==> src/rtl/trap_pkg.sv <==
// Shared definitions for the machine-mode trap sequencer: FSM states,
// interrupt codes, mstatus/mtvec field positions and the CSR addresses it writes.
package trap_pkg;

    typedef enum logic [2:0] {
        IDLE,
        W_MEPC,
        W_MCAUSE,
        W_MTVAL,
        W_MSTATUS,
        REDIRECT
    } trap_state_e;

    localparam int unsigned IRQ_SW_CODE    = 3;
    localparam int unsigned IRQ_TIMER_CODE = 7;
    localparam int unsigned IRQ_EXT_CODE   = 11;

    localparam int unsigned MSTATUS_MIE    = 3;
    localparam int unsigned MSTATUS_MPIE   = 7;
    localparam int unsigned MSTATUS_MPP_LO = 11;
    localparam int unsigned MSTATUS_MPP_HI = 12;

    localparam logic [1:0] MTVEC_DIRECT   = 2'b00;
    localparam logic [1:0] MTVEC_VECTORED = 2'b01;

    localparam logic [11:0] CSR_MSTATUS = 12'h300;
    localparam logic [11:0] CSR_MIE     = 12'h304;
    localparam logic [11:0] CSR_MEPC    = 12'h341;
    localparam logic [11:0] CSR_MCAUSE  = 12'h342;
    localparam logic [11:0] CSR_MTVAL   = 12'h343;

endpackage

==> src/rtl/trap_irq_sel.sv <==
// Picks the highest-priority enabled machine interrupt: external, then software, then timer.
module trap_irq_sel
    import trap_pkg::*;
#(
    parameter int XLEN = 32
) (
    input  logic [XLEN-1:0] i_mie,
    input  logic [XLEN-1:0] i_mip,
    input  logic            i_mstatus_mie,
    output logic            o_valid,
    output logic [4:0]      o_code
);

    logic [XLEN-1:0] w_enabled;

    assign w_enabled = i_mie & i_mip;

    // mip only ever carries bits 3/7/11, so any set bit here is one of the three sources.
    assign o_valid = i_mstatus_mie & (|w_enabled);

    always_comb begin
        o_code = 5'd0;
        if (w_enabled[IRQ_EXT_CODE]) begin
            o_code = 5'(IRQ_EXT_CODE);
        end else if (w_enabled[IRQ_SW_CODE]) begin
            o_code = 5'(IRQ_SW_CODE);
        end else if (w_enabled[IRQ_TIMER_CODE]) begin
            o_code = 5'(IRQ_TIMER_CODE);
        end
    end

endmodule

==> src/rtl/trap_ctrl.sv <==
// Machine-mode trap sequencer: serialises mepc/mcause/mtval/mstatus writes through
// the single CSR write port, then redirects fetch; otherwise passes WB CSR writes through.
module trap_ctrl
    import trap_pkg::*;
#(
    parameter int XLEN   = 32,
    parameter int CSR_AW = 12
) (
    input  logic              clk_i,
    input  logic              rst_ni,
    input  logic              exc_valid_i,
    input  logic [3:0]        exc_cause_i,
    input  logic [XLEN-1:0]   exc_pc_i,
    input  logic [XLEN-1:0]   exc_tval_i,
    input  logic              mret_i,
    input  logic [XLEN-1:0]   int_pc_i,
    input  logic              irq_ext_i,
    input  logic              irq_timer_i,
    input  logic              irq_sw_i,
    input  logic [XLEN-1:0]   mstatus_i,
    input  logic [XLEN-1:0]   mie_i,
    input  logic [XLEN-1:0]   mtvec_i,
    input  logic [XLEN-1:0]   mepc_i,
    input  logic              wb_we_i,
    input  logic [CSR_AW-1:0] wb_waddr_i,
    input  logic [XLEN-1:0]   wb_wdata_i,
    output logic              csr_we_o,
    output logic [CSR_AW-1:0] csr_waddr_o,
    output logic [XLEN-1:0]   csr_wdata_o,
    output logic [XLEN-1:0]   mip_o,
    output logic              stall_o,
    output logic              flush_o,
    output logic              redirect_o,
    output logic [XLEN-1:0]   redirect_pc_o
);

    trap_state_e     r_state, w_next_state;
    logic            r_is_mret;
    logic [XLEN-1:0] r_epc, r_cause, r_tval, r_target;

    logic            w_idle, w_irq_valid, w_irq_blocked;
    logic            w_take_exc, w_take_irq, w_take_mret, w_accept;
    logic [4:0]      w_irq_code;
    logic [XLEN-1:0] w_base, w_target, w_cause, w_epc, w_tval, w_mstatus_new;

    always_comb begin
        mip_o                 = '0;
        mip_o[IRQ_EXT_CODE]   = irq_ext_i;
        mip_o[IRQ_TIMER_CODE] = irq_timer_i;
        mip_o[IRQ_SW_CODE]    = irq_sw_i;
    end

    trap_irq_sel #(.XLEN(XLEN)) u_irq_sel (
        .i_mie         (mie_i),
        .i_mip         (mip_o),
        .i_mstatus_mie (mstatus_i[MSTATUS_MIE]),
        .o_valid       (w_irq_valid),
        .o_code        (w_irq_code)
    );

    // A WB write to mstatus/mie may be disabling interrupts, so hold off acceptance a cycle.
    assign w_irq_blocked = wb_we_i & ((wb_waddr_i == CSR_AW'(CSR_MSTATUS)) |
                                      (wb_waddr_i == CSR_AW'(CSR_MIE)));

    assign w_idle      = (r_state == IDLE) & rst_ni;
    assign w_take_exc  = w_idle & exc_valid_i;
    assign w_take_irq  = w_idle & ~exc_valid_i & w_irq_valid & ~w_irq_blocked;
    assign w_take_mret = w_idle & ~exc_valid_i & ~(w_irq_valid & ~w_irq_blocked) & mret_i;
    assign w_accept    = w_take_exc | w_take_irq | w_take_mret;

    assign w_base = mtvec_i & ~XLEN'(3);

    always_comb begin
        w_epc    = exc_pc_i;
        w_tval   = exc_tval_i;
        w_cause  = {{(XLEN-4){1'b0}}, exc_cause_i};
        w_target = w_base;
        if (w_take_mret) begin
            w_target = mepc_i & ~XLEN'(3);
        end else if (w_take_irq) begin
            w_epc   = int_pc_i;
            w_tval  = '0;
            w_cause = {1'b1, {(XLEN-6){1'b0}}, w_irq_code};
            if (mtvec_i[1:0] == MTVEC_VECTORED) begin
                w_target = w_base + (XLEN'(w_irq_code) << 2);
            end
        end
    end

    always_ff @(posedge clk_i or negedge rst_ni) begin
        if (!rst_ni) begin
            r_is_mret <= 1'b0;
            r_epc     <= '0;
            r_cause   <= '0;
            r_tval    <= '0;
            r_target  <= '0;
        end else if (w_accept) begin
            r_is_mret <= w_take_mret;
            r_epc     <= w_epc;
            r_cause   <= w_cause;
            r_tval    <= w_tval;
            r_target  <= w_target;
        end
    end

    always_ff @(posedge clk_i or negedge rst_ni) begin
        if (!rst_ni) begin
            r_state <= IDLE;
        end else begin
            r_state <= w_next_state;
        end
    end

    always_comb begin
        w_next_state = r_state;
        case (r_state)
            IDLE: begin
                if (w_take_exc | w_take_irq) begin
                    w_next_state = W_MEPC;
                end else if (w_take_mret) begin
                    w_next_state = W_MSTATUS;
                end
            end
            W_MEPC:    w_next_state = W_MCAUSE;
            W_MCAUSE:  w_next_state = W_MTVAL;
            W_MTVAL:   w_next_state = W_MSTATUS;
            W_MSTATUS: w_next_state = REDIRECT;
            REDIRECT:  w_next_state = IDLE;
            default:   w_next_state = IDLE;
        endcase
    end

    always_comb begin
        w_mstatus_new = mstatus_i;
        if (r_is_mret) begin
            w_mstatus_new[MSTATUS_MIE]  = mstatus_i[MSTATUS_MPIE];
            w_mstatus_new[MSTATUS_MPIE] = 1'b1;
        end else begin
            w_mstatus_new[MSTATUS_MPIE] = mstatus_i[MSTATUS_MIE];
            w_mstatus_new[MSTATUS_MIE]  = 1'b0;
        end
        w_mstatus_new[MSTATUS_MPP_HI:MSTATUS_MPP_LO] = 2'b11;
    end

    always_comb begin
        csr_we_o    = 1'b0;
        csr_waddr_o = '0;
        csr_wdata_o = '0;
        case (r_state)
            IDLE: begin
                // The faulting instruction must not retire, so its CSR write is dropped.
                csr_we_o    = wb_we_i & rst_ni & ~w_take_exc;
                csr_waddr_o = wb_waddr_i;
                csr_wdata_o = wb_wdata_i;
            end
            W_MEPC: begin
                csr_we_o    = 1'b1;
                csr_waddr_o = CSR_AW'(CSR_MEPC);
                csr_wdata_o = r_epc;
            end
            W_MCAUSE: begin
                csr_we_o    = 1'b1;
                csr_waddr_o = CSR_AW'(CSR_MCAUSE);
                csr_wdata_o = r_cause;
            end
            W_MTVAL: begin
                csr_we_o    = 1'b1;
                csr_waddr_o = CSR_AW'(CSR_MTVAL);
                csr_wdata_o = r_tval;
            end
            W_MSTATUS: begin
                csr_we_o    = 1'b1;
                csr_waddr_o = CSR_AW'(CSR_MSTATUS);
                csr_wdata_o = w_mstatus_new;
            end
            default: begin
                csr_we_o = 1'b0;
            end
        endcase
    end

    assign stall_o       = (r_state != IDLE) | w_accept;
    assign flush_o       = (r_state == REDIRECT);
    assign redirect_o    = (r_state == REDIRECT);
    assign redirect_pc_o = r_target;

endmodule

==> config.mk <==
export PLATFORM = sky130hd
export DESIGN_NAME = trap_ctrl
export DESIGN_NICKNAME = d
export VERILOG_FILES = /design/src/rtl/trap_pkg.sv /design/src/rtl/trap_irq_sel.sv /design/src/rtl/trap_ctrl.sv
export SDC_FILE = /design/constraint.sdc
export NUM_CORES = 1
export LEC_CHECK = 0
export CELL_PAD_IN_SITES_DETAIL_PLACEMENT = 0
export CELL_PAD_IN_SITES_GLOBAL_PLACEMENT = 2
export CORE_ASPECT_RATIO = 0.5
export CORE_MARGIN = 2
export CORE_UTILIZATION = 20
export CTS_CLUSTER_DIAMETER = 200
export DETAILED_ROUTE_END_ITERATION = 10
export PLACE_DENSITY_LB_ADDON = 0.1
export SYNTH_ARGS = -nofsm -noshare
export SYNTH_HDL_FRONTEND = slang
export SYNTH_SLANG_ARGS = --single-unit
==> constraint.sdc <==
create_clock -name clk_i -period 3.2 [get_ports clk_i]
set_clock_uncertainty 0.2 [all_clocks]
set_input_delay 0.48 -clock clk_i [delete_from_list [all_inputs] [get_ports clk_i]]
set_output_delay 0.48 -clock clk_i [all_outputs]
set_load 0.1 [all_outputs]
==> flow_summary.yaml <==
synthesis:
  seq_area_frac_synth_pct: 41.6
  synth_async_sr_flop_share_pct: 100
  number_of_distinct_library_cells_after_synthesis: 54
  gate_count_after_technology_mapping: 686
  synth_top_family_by_area: "compound AO/OA/AOI/OAI gates"
  synth_xor_area_share_pct: 3.96
  largest_area_contributor_in_the_netlist: "sky130_fd_sc_hd__dfrtp_1"
  muxShareOfSynthArea_pct: 6.64
  synth-warning-count: 0
  ys_dominant_reg_cell: "sky130_fd_sc_hd__dfrtp_1"
  fraction_of_the_mapped_netlist_area_in_compound_gates_pct: 23.7
  synthAdderAreaFrac_pct: 1.09
  ys_seq_elements: 103
  synth_top_area_share_pct: 41.6
  synth.top_cells.by_area: "sky130_fd_sc_hd__dfrtp_1, sky130_fd_sc_hd__a22oi_1, sky130_fd_sc_hd__mux2i_1, sky130_fd_sc_hd__nand2_1, sky130_fd_sc_hd__a22o_1"
  mappedNetlistArea_um2: 6200
  synth_area_per_cell_um2: 9.04
  synthSimpleGateAreaFrac_pct: 14.1
  synth-edff-count: 0
sta:
  timing.setup.tns_ps: 0
  hold_viol_final: 0
  setup_viol: 0
  tightest_slew_ps: 1000
  rsz0062_at_grt: "true"
  fin_crit_ps: 3060
  final_critical_path_share_of_the_clock_period_pct: 95.7
  worst_slew_margin_rel_pct: 33.3
  maxClockFrequency_mhz: 327
  final_critical_path_setup_slack_ps: 137
  slew_violations: 0
power_and_ir_drop:
  max-vdd-ir-drop_v: 0.000529
  switching_power_summed_over_all_nets_mw: 7.03
  share_of_total_power_in_the_clock_network_pct: 9.5
  power.sequential.fraction_pct: 18.5
  powerDensity_nw_per_um2: 1150
  switching_share_pct: 56.8
  internal_power_mw: 5.33
  power.leakage_nw: 4.66
  p_comb_share_pct: 72.0
cts:
  cts_htree_levels: 3
  clk_pin_slew_ps: 70
  cts_tree: "yes"
  tritoncts.num_buffers: 9
  root_buffer: "sky130_fd_sc_hd__clkbuf_16"
  clock-sinks: 103
  clock_latency_ps: 370
  cts_post_setup_buffers_inserted: 0
  cts-root-to-sink-buffers: 2
floorplanning:
  rows: 45
  initial_utilization_pct: 20.4
  floorplan.die.height_um: 128
  core_region_area_um2: 30400
  dieArea_um2: 32500
  floorplan.io_pins: 392
  die_width_um: 253
job:
  drv_cap: 0
global_routing:
  grt_pass1_vias: 6641
  grt_first_pass_wirelength_um: 40700
  gr-usage-all-layers_pct: 16.8
  globalRouteMet1Util_pct: 20.3
  grt_start_max_net_pins: 73
  grt_antenna_before_repair: 0
  grt.met3_usage_pct: 3.12
  grt_most_used_layer: "met2"
  met2_capacity_usage_during_global_routing_pct: 31.0
  grt-ovfl-total: 0
drt:
  route.antenna.remaining_nets: 0
  viasPerCell: 4.45
  drt-total-wl_um: 27300
  drc_errors: 0
  post_drt_wl_per_cell_um: 19.2
  drt_first_pass_iters: 4
  vias: 6348
  drt_iter0_markers: 294
cells_and_area:
  most-common-layout-cells: "sky130_fd_sc_hd__clkdlybuf4s50_1, sky130_fd_sc_hd__dfrtp_1, sky130_fd_sc_hd__nand2_1"
  final.fill_count: 3176
  multi_input_comb_area_um2: 3270
  layout_commonest_cell: "sky130_fd_sc_hd__clkdlybuf4s50_1"
  drive_gt1_share_pct: 16.4
  diodes: 0
  seq_area_um2: 2580
  synthToLayoutAreaGrowth_pct: 74.0
  finalNetCount: 1305
setup_path:
  critical_path_class: "primary input to flop"
  critical_path_data_arrival_time_ps: 3110
  critical-path-max-stage-delay_ps: 480
  slowest_stage: "sky130_fd_sc_hd__a222oi_1"
  critical_path_required_ps: 3250
  critPathTopFamily: "compound AO/OA/AOI/OAI gates"
  setup.worst_path.start_class: "primary input"
  timing.critical_path.cells: "clkdlybuf4s50_1, a222oi_1, inv_1, ha_1, a211oi_2, o31ai_2, nand4_1, buf_4, nor4_1, xnor2_1, a21oi_1"
  timing.critical_path.to_type: "flop"
  worst-path-buf-inv: 3
  path_max_fanout: 9
placed_design:
  weighted_congestion_at_the_end_of_routability_driven_global_placement: 0.780
  dp_hpwl_um: 20700
  placement.setup.worst_slack_ps: -311
  buffer_ports.inserted: 327
hold_path:
  worst_min_path_class: "flop to flop"
outcome:
  status: "finished clean"
flip-flops by register name, indices dropped and copies added, names as in the netlist:
signal / cells
r_epc: 32
r_state: 3
redirect_pc_o: 30
r_tval: 32
r_cause: 5
r_is_mret: 1
worst paths after layout:
check | startpoint | end | slack, ps | cells past startpoint
hold / removal | r_epc[22] | r_epc[22] | 280 | 2
min in group asynchronous | rst_ni | redirect_pc_o[10] | 420 | 3
hold reg to reg | r_epc[22] | r_epc[22] | 280 | 2
setup reg to reg | r_state[1] | redirect_pc_o[31] | 440 | 7
setup / recovery | mie_i[3] | redirect_pc_o[31] | 140 | 11
max in group asynchronous | rst_ni | r_tval[20] | 1130 | 4
synth_stat cells, types with 2 or more instances:
cell type and count:
sky130_fd_sc_hd__nor4_1 13, sky130_fd_sc_hd__o22ai_1 21, sky130_fd_sc_hd__nand2_1 84, sky130_fd_sc_hd__nand2b_1 3, sky130_fd_sc_hd__buf_1 2, sky130_fd_sc_hd__and3_1 4
sky130_fd_sc_hd__clkbuf_1 28, sky130_fd_sc_hd__xor2_1 2, sky130_fd_sc_hd__a32oi_1 2, sky130_fd_sc_hd__buf_4 36, sky130_fd_sc_hd__o21ai_1 2, sky130_fd_sc_hd__buf_6 3
sky130_fd_sc_hd__buf_2 16, sky130_fd_sc_hd__mux2i_1 40, sky130_fd_sc_hd__nand4_1 4, sky130_fd_sc_hd__ha_1 3, sky130_fd_sc_hd__a22o_1 32, sky130_fd_sc_hd__inv_1 13
sky130_fd_sc_hd__nand3_1 9, sky130_fd_sc_hd__nor3_1 15, sky130_fd_sc_hd__nor2_1 30, sky130_fd_sc_hd__or3_1 3, sky130_fd_sc_hd__and2_1 11, sky130_fd_sc_hd__a22oi_1 60
sky130_fd_sc_hd__dfrtp_1 103, sky130_fd_sc_hd__a31oi_1 3, sky130_fd_sc_hd__o22a_1 2, sky130_fd_sc_hd__a21oi_1 32, sky130_fd_sc_hd__nor2b_1 2, sky130_fd_sc_hd__a211oi_1 4
sky130_fd_sc_hd__o21ai_0 56, sky130_fd_sc_hd__xnor2_1 26
power by group through the flow:
stage / combinational (mW) / sequential, mW / clock, mW
CTS: 9.00 / 2.30 / 1.23
finish: 8.90 / 2.29 / 1.17
global placement: 8.95 / 2.31 / 0
global route: 9.29 / 2.37 / 1.28
detailed placement: 8.99 / 2.31 / 0
floorplan: 4.61 / 3.51 / 0
tightest hold or removal path: cells and delay by family (launching register included):
family / cells / cell delay (ps)
flops: 1 / 340
simple gates: 1 / 50
compound gates: 1 / 60
final cells by class:
type                            instances  area share [%]
Timing Repair Buffer                  379            38.0
Tap cell                              399            4.63
Sequential cell                       103            23.9
Clock buffer                           11            2.16
Multi-Input combinational cell        514            30.3
Inverter                               14           0.487
Clock inverter                          5           0.522
stage by stage:
stage | utilization, % | std cells | area (um^2) | power [mW] | hold WS [ps]
after floorplan | - | 716 | 6340 | 8.12 | -15.6
after global placement | 34.4 | 1408 | 10500 | 11.3 | 258
after detailed placement | 34.4 | 1408 | 10500 | 11.3 | 271
after CTS | 35.4 | 1425 | 10800 | 12.5 | 289
after global routing | 35.5 | 1425 | 10800 | 12.9 | 312
final | 35.5 | 1425 | 10800 | 12.4 | 281
logic make-up after synthesis:
kind of cell    after synthesis
simple gates                187
mux                          41
compound gates              222
flops                       103
xor+xnor                     28
other cells                   1
fa+ha+maj                     5
buf+inv                      99
routing by layer:
layer	vias to the layer above	wire (um)	part of all wire [%]
li1	3113	-	-
met1	3093	11400	42
met2	126	14600	54
met3	16	971	3.6
met4	0	291	1.1
met5	-	0	0
timing repair:
| action | 4_1_cts | 5_1_grt |
|---|---|---|
| endpoints found under the hold margin | 31 | 0 |
| gates resized for setup | 1 | 4 |
| setup endpoints to repair | 1 | 11 |
| hold buffers | 1 | 0 |
(Power assumes the default switching activity.)
